**src/rtl/exc_ctrl_pkg.sv**
```systemverilog
// Shared types and constants for the exception/interrupt controller.
package exc_pkg;

  typedef enum logic {
    IDLE    = 1'b0,
    HANDLER = 1'b1
  } state_t;

  localparam logic [1:0] VEC_NONE  = 2'd0;
  localparam logic [1:0] VEC_IRQ   = 2'd1;
  localparam logic [1:0] VEC_UNDEF = 2'd2;

  // The cause register is {irq_flag, index}; the flag sits just above the index bits.
  function automatic int cause_msb(input int idx_w);
    return idx_w;
  endfunction

endpackage

```
**src/rtl/exc_ctrl_irq_prio_enc.sv**
```systemverilog
// Lowest-index-first priority encoder: index 0 always wins.
module irq_prio_enc #(
  parameter int N     = 4,
  parameter int IDX_W = $clog2(N)
) (
  input  logic [N-1:0]     req,
  output logic             valid,
  output logic [IDX_W-1:0] idx,
  output logic [N-1:0]     onehot
);

  // Scan from the top down so the last match written is the lowest set index.
  always_comb begin
    valid  = |req;
    idx    = '0;
    onehot = '0;
    for (int i = N - 1; i >= 0; i--) begin
      if (req[i]) begin
        idx       = IDX_W'(i);
        onehot    = '0;
        onehot[i] = 1'b1;
      end
    end
  end

endmodule

```
**src/rtl/exc_ctrl.sv**
```systemverilog
// Exception/interrupt controller for the MIPS cores: qualifies irq and undef sources
// against user mode and handler state. Define EXC_IRQ_EDGE_EN for edge-latched pending bits.
module exc_ctrl
  import exc_pkg::*;
#(
  parameter int                 NUM_IRQ  = 4,
  parameter int                 IDX_W    = $clog2(NUM_IRQ),
  parameter int                 CNT_W    = 16,
  parameter logic [NUM_IRQ-1:0] MASK_RST = {NUM_IRQ{1'b1}}
) (
  input  logic               clk,
  input  logic               reset,
  input  logic [NUM_IRQ-1:0] irq_in,
  input  logic               instr_valid_i,
  input  logic               kernel_i,
  input  logic               undef_i,
  input  logic               eret_i,
  input  logic               mask_wr_i,
  input  logic [NUM_IRQ-1:0] mask_wdata_i,
  output logic               take_o,
  output logic [1:0]         vec_sel_o,
  output logic [NUM_IRQ-1:0] ack_o,
  output logic [IDX_W:0]     cause_o,
  output logic [NUM_IRQ-1:0] pending_o,
  output logic [NUM_IRQ-1:0] mask_o,
  output logic               busy_o,
  output logic [CNT_W-1:0]   exc_count_o
);

  state_t             state;
  logic [NUM_IRQ-1:0] pending;
  logic [NUM_IRQ-1:0] mask;
  logic [IDX_W:0]     cause;
  logic [CNT_W-1:0]   count;

  logic               elig;
  logic               irq_hit;
  logic               undef_hit;
  logic               enc_valid;
  logic [IDX_W-1:0]   enc_idx;
  logic [NUM_IRQ-1:0] enc_onehot;

  irq_prio_enc #(
    .N     (NUM_IRQ),
    .IDX_W (IDX_W)
  ) u_prio (
    .req    (pending & mask),
    .valid  (enc_valid),
    .idx    (enc_idx),
    .onehot (enc_onehot)
  );

  // Reset gates eligibility so no take escapes during the reset cycle.
  assign elig      = !reset && instr_valid_i && !kernel_i && (state == IDLE);
  assign irq_hit   = elig && enc_valid;
  assign undef_hit = elig && undef_i && !irq_hit;
  assign take_o    = irq_hit || undef_hit;
  assign ack_o     = irq_hit ? enc_onehot : '0;
  assign vec_sel_o = irq_hit ? VEC_IRQ : (undef_hit ? VEC_UNDEF : VEC_NONE);

`ifdef EXC_IRQ_EDGE_EN
  logic [NUM_IRQ-1:0] irq_q;

  // New rising edges are OR-ed in after the clear, so a same-cycle set wins.
  always_ff @(posedge clk) begin
    if (reset) begin
      irq_q   <= '0;
      pending <= '0;
    end else begin
      irq_q   <= irq_in;
      pending <= (pending & ~ack_o) | (irq_in & ~irq_q);
    end
  end
`else
  always_ff @(posedge clk) begin
    if (reset) begin
      pending <= '0;
    end else begin
      pending <= irq_in;
    end
  end
`endif

  always_ff @(posedge clk) begin
    if (reset) begin
      state <= IDLE;
      mask  <= MASK_RST;
      cause <= '0;
      count <= '0;
    end else begin
      if (mask_wr_i) begin
        mask <= mask_wdata_i;
      end
      case (state)
        IDLE:    if (take_o) state <= HANDLER;
        HANDLER: if (eret_i && instr_valid_i) state <= IDLE;
        default: state <= IDLE;
      endcase
      if (take_o) begin
        cause[cause_msb(IDX_W)] <= irq_hit;
        cause[IDX_W-1:0]        <= irq_hit ? enc_idx : '0;
        if (count != {CNT_W{1'b1}}) begin
          count <= count + CNT_W'(1);
        end
      end
    end
  end

  assign busy_o      = (state == HANDLER);
  assign cause_o     = cause;
  assign pending_o   = pending;
  assign mask_o      = mask;
  assign exc_count_o = count;

endmodule

```
**config.mk**
```make
export PLATFORM = sky130hd
export DESIGN_NAME = exc_ctrl
export DESIGN_NICKNAME = d
export VERILOG_FILES = /design/src/rtl/exc_ctrl_pkg.sv /design/src/rtl/exc_ctrl_irq_prio_enc.sv /design/src/rtl/exc_ctrl.sv
export SDC_FILE = /design/constraint.sdc
export NUM_CORES = 1
export LEC_CHECK = 0
export ABC_AREA = 0
export BUFFER_PORTS_ARGS = -buffer_cell sky130_fd_sc_hd__buf_2
export CORE_UTILIZATION = 49
export DETAILED_ROUTE_END_ITERATION = 6
export PLACE_DENSITY = 0.79
export SLEW_MARGIN = 20
export SYNTH_ARGS = -nofsm -noshare
export SYNTH_HDL_FRONTEND = slang
export SYNTH_HIERARCHICAL = 1
export SYNTH_SLANG_ARGS = --single-unit
```
**constraint.sdc**
```tcl
create_clock -name clk -period 2.7 [get_ports clk]
set_input_delay 0.135 -clock clk [delete_from_list [all_inputs] [get_ports clk]]
set_output_delay 0.135 -clock clk [all_outputs]
set_load 0.05 [all_outputs]
```
; Word-level counts from Yosys, hierarchy flattened
; Cells that the tools add are included.
[word_totals]
regBits = 28
latch_bits = 0
ram_bits = 0
rom_bits = 0
output_inout_bits = 35
elab_cells = 37
n_memories = 0
[classes]
add_sub_neg = 1
multipliers = 0
n_div = 0
n_lt_le_gt_ge = 0
n_eq_ne = 1
n_shift = 0
n_mux = 15
bitwise_logic = 2
n_reduce_logical = 13
[op_table]
columns = operator, n
row1 = $mux 4, 5
row2 = $add 16x1->16 const B, 1
row3 = $ne 16x16->1 const B, 1
row4 = $mux 2, 7
row5 = $logic_and 1x1->1, 7
row6 = $and 4x4->4, 1
row7 = $reduce_or 4->1, 1
row8 = $logic_not 1->1, 3
row9 = $mux 1, 2
row10 = $pmux 1 s2, 1
row11 = $reduce_and 2->1, 1
row12 = $logic_or 1x1->1, 1
row13 = $not 1->1, 1

; Depth between registers and ports, before layout
[logic_depth]
depth_word = 10
ltp_mapped = 8
depth_no_buf = 8

; Cells and area by module
; The synthesis kept the hierarchy.
[modules_own_cells]
columns = module, n_inst, cells_per_inst, area_per_inst_um2, seq_area_each_um2
row1 = exc_ctrl, 1, 158, 1352.5, 560.5
row2 = irq_prio_enc, 1, 11, 61.3, 0.0

; Least setup slack after synthesis
; No wires, ideal clock.
[synth_path]
path_kind = register -> register
start = register mask[0], in the netlist mask_o[0]
end = register count[12], in the netlist exc_count_o[12]
arrival_ns = 2.399
slack_ns = 0.180
path_stages_with_launch = 9
path_cell_list = dfxtp_1 and2_1 nor2_1 nand2_1 nor2_1 or4_4 buf_6 nor4_1 mux2_2
[synth_via]
elab_chain_len = 7
[synth_rtl]
columns = item, line_no
row1 = "start, declared", exc_ctrl.sv:32  ; logic [NUM_IRQ-1:0] mask;
row2 = "start signal, assigned", exc_ctrl.sv:92  ; mask <= mask_wdata_i;
row3 = $and 4x4->4 (*), exc_ctrl.sv:47  ; .req (pending & mask),
row4 = $reduce_or 4->1 (*), exc_ctrl_irq_prio_enc.sv:14  ; valid = |req;
row5 = via enc_valid, exc_ctrl.sv:39  ; logic enc_valid;
row6 = $logic_and 1x1->1 (*), exc_ctrl.sv:55  ; assign irq_hit = elig && enc_valid;
row7 = $logic_not 1->1, exc_ctrl.sv:56  ; assign undef_hit = elig && undef_i && !irq_hit;
row8 = $logic_and 1x1->1, exc_ctrl.sv:56
row9 = $logic_or 1x1->1 (*), exc_ctrl.sv:57  ; assign take_o = irq_hit || undef_hit;
row10 = $reduce_and 2->1 (no source line) (*), n/a
row11 = "end signal, assigned", exc_ctrl.sv:103  ; count <= count + CNT_W'(1);
row12 = "end, declared", exc_ctrl.sv:34  ; logic [CNT_W-1:0] count;
; Mark *: on every way through the listed nets, which the timed path passes. The rest lies on a longest branch.
; A chain may end at the register's enable or synchronous reset.

; Final worst setup path
[layout_path]
start = register mask[3], in the netlist mask_o[3]
end = output take_o
[layout_via]
elab_chain_len = 6
[layout_rtl]
columns = item, line_no
row1 = $and 4x4->4 (*), exc_ctrl.sv:47
row2 = $reduce_or 4->1 (*), exc_ctrl_irq_prio_enc.sv:14
row3 = via enc_valid, exc_ctrl.sv:39
row4 = $logic_and 1x1->1 (*), exc_ctrl.sv:55
row5 = $logic_not 1->1, exc_ctrl.sv:56
row6 = $logic_and 1x1->1, exc_ctrl.sv:56
row7 = $logic_or 1x1->1 (*), exc_ctrl.sv:57
row8 = "end, declared", exc_ctrl.sv:20  ; output logic take_o,
; Marks and branches as above.

==> run_results.csv <==
group,metric,value,unit
sta,slew_headroom,47.65,%
yosys,synth_area,0.001414,mm²
yosys,yosysWarnings,6,
global_route,gr-usage-all-layers,23.16,%
die,die_h,55.72,µm
worst_setup_path,ff2ff_path_depth,7,
sta,period_share,85.72,%
global_route,grt.met1_usage,32.11,%
worst_setup_path,crit_type,"flip-flop to output pin",
detailed_routing,routed_wl,3460,µm
yosys,post-synth-top-area-cell,"dfxtp_1",
power,power.switching,209.6,µW
cts,cts_buffers,3,
yosys,ys_seq_area_share,39.65,%
power,power_leakage,0.0007145,µW
yosys,synth_commonest_cells,"dfxtp_1, nand2_1, a21oi_1, nor2_1",
die,dieArea,0.003104,mm²
power,p_clk_share,23.9,%
sta,clock-skew-final,0.003218,ns
sta,finalHoldViolations,0,
worst_setup_path,critPathMaxFanout,9,
sta,setup_viol,0,
worst_setup_path,crit_chain,"and2_1 > nor2_1 > nand2_1 > or2_2 > nand2_1 > inv_1 > buf_2",
final_layout,synthToLayoutAreaGrowth,20.35,%
sta,fin_ws,0.3854,ns
die,num_rows,19,
die,chipWidth,55.72,µm
sta,fmax,432.0,MHz
cts,cts_root_buf,"clkbuf_4",
die,start_util,51.72,%
yosys,synthArstFlopShare,0,%
cts,clk_pin_slew,0.14,ns
final_layout,fin_nets,236,
detailed_routing,drc,0,
hold_path,hold_start,"irq_in[2]",
sta,rsz0062_at_grt,"no",
yosys,synthFlopType,"dfxtp_1",
yosys,syn_inst,169,
power,pwr-share-comb,16.3,%
cts,cts_tree,"built",
hold_path,hold_depth,2,
worst_setup_path,r2r_end,"exc_count_o[12]",
power,p_seq_share,59.7,%
global_route,use_met2,37.01,%
power,sw_frac_of_total,29.07,%
worst_setup_path,crit_path_start_kind,"flip-flop",
worst_setup_path,rrSetupSlack,0.44,ns
sta,period_needed,2.315,ns
sta,setup_tns,0,ns
final_layout,drive_above_1_share,28.90,%
detailed_routing,routedWlPerCell,13.90,µm
worst_setup_path,cp_common_cell,"nand2_1",
worst_setup_path,reg2reg_from,"mask_o[0]",
worst_setup_path,cp-endpoint,"take_o",
cts,clkLatencyLatePin,0.33,ns
flow_run,drv_cap,0,
cts,cts_setup_buffers,0,
global_route,gr-total-overflow,0,
yosys,synth.area.top_cells,"dfxtp_1, a21oi_1, nand2_1",
cts,clock_sinks,28,
placement,hpwlAfterDp,2584,µm
cts,cts_resized,0,
placement,post-place-ws,0.4484,ns
detailed_routing,routed_via_density,5.811,
sta,whs,0.009974,ns
die,io_pins,50,
sta,slew_viol_final,0,
worst_setup_path,crit_slowest_cell,"or2_2",
worst_setup_path,critPathMaxStageDelay,0.37,ns
worst_setup_path,cp-end-kind,"output pin",
detailed_routing,num_vias,1447,
detailed_routing,initialDrtViolationCount,54,
die,core_area,0.002734,mm²
cts,cts_max_level,1,
cts,cts_hold_buf,0,
power,intPower,511.4,µW
worst_setup_path,critPathRequiredTime,2.57,ns
yosys,synth_seq_cells,28,
global_route,first_global_vias,1302,
power,p_per_area,423.7,mW/mm²
yosys,synthesis.nets,185,
cts,clock_path_buffers,2,
yosys,avgSynthCellArea,8.366,µm²
yosys,yosysMostFrequentCell,"dfxtp_1",
status,outcome,"completed",
global_route,busiest_layer,"met2",
yosys,synth_edf_count,0,
final_layout,antennaDiodeCount,0,
worst_setup_path,startpoint,"mask_o[3]",
global_route,antenna_found_initial,0,
hold_path,holdCritPathClass,"input pin to flip-flop",
detailed_routing,dr.pass1.iters,4,
detailed_routing,drtAntennaViolNets,0,
sta,worstMarginPinSlew,0.7731,ns
worst_setup_path,arrival,2.18,ns
placement,gp_congestion,0.8568,
global_route,grt_pass1_wl,5844,µm
final_layout,final_util,62.24,%
global_route,use_met3,3.256,%
power,power,721.0,µW
power,ir_worst_vdd,0.3695,mV
global_route,grt_max_degree,28,
yosys,yosysUniqueCellTypes,34,
placement,port_buffers,49,
yosys,synth_top_area_share,39.65,%
-- worst max-delay path: cells and delay by family (launching register included) --
kind / cells / cell delay (ns)
buf+inv: 2 / 0.39
flops: 1 / 0.35
simple gates: 5 / 1.12
-- layout make-up --
| cell class | count | area (µm²) |
|---|---|---|
| Clock buffer | 3 | 22.52 |
| Fill cell | 253 | 1032 |
| Inverter | 7 | 26.28 |
| Multi-Input combinational cell | 127 | 778.2 |
| Sequential cell | 28 | 560.5 |
| Tap cell | 31 | 38.79 |
| Timing Repair Buffer | 53 | 275.3 |
-- metrics by stage --
step / cells / area [µm²]
after global routing: 249 / 1702
after global placement: 246 / 1679
after CTS: 249 / 1702
final: 249 / 1702
after floorplan: 169 / 1414
after detailed placement: 246 / 1679
-- state kept, by name, indices dropped and copies added, names as in the netlist --
name,count
busy_o,1
cause_o,3
exc_count_o,16
mask_o,4
pending_o,4
-- worst min path at each step --
stage          slack, ns           end
3_5_place_dp        0.35  pending_o[0]
2_1_floorplan       0.26     mask_o[0]
4_1_cts             0.01  pending_o[0]
5_1_grt            0.005  pending_o[0]
3_3_place_gp        0.34  pending_o[3]
6_report            0.01  pending_o[2]
-- kinds of logic (layout without fill, tap and decap cells) --
family	after synthesis	after routing	synth area share, %
flip-flops	28	28	39.65
adder cells (fa/ha/maj)	1	1	0.8848
buffers and inverters	14	63	5.310
AND/OR/NAND/NOR	85	85	34.51
multiplexers	6	6	4.425
AO/OA/AOI/OAI	35	35	15.22
-- layout by cell type (no fill, tap or decap), drive strengths merged --
cell    Yosys  final
nand2      15     15
or4b        1      1
a31oi       1      1
a41o        1      1
nand3       7      7
and2        6      6
clkbuf      3      3
nor3        5      5
nand4       6      6
o21ai       7      7
and3        4      4
nor4        7      7
or2         2      2
buf         4     53
nor3b       2      2
nor2       10     10
dfxtp      28     28
nor2b       6      6
o31ai       6      6
o311ai      2      2
or4         8      8
nor4b       1      1
mux2i       4      4
or3         4      4
o41ai       1      1
inv         7      7
nand2b      1      1
a21oi      14     14
a22oi       3      3
mux2        2      2
ha          1      1
-- power groups by stage --
stage	sequential [µW]	combinational [µW]	clock, µW
CTS	431	117	177
global placement	439	115	0
detailed placement	440	117	0
global route	432	127	191
floorplan	473	53.0	0
finish	431	118	173
-- routing by layer --
layer | vias to the layer above | wire length [µm] | part of all wire [%]
li1 | 729 | - | -
met1 | 664 | 1644 | 48
met5 | - | 0 | 0
met3 | 6 | 173 | 5.0
met4 | 0 | 31 | 0.90
met2 | 48 | 1610 | 47
(Power assumes the default switching activity.)
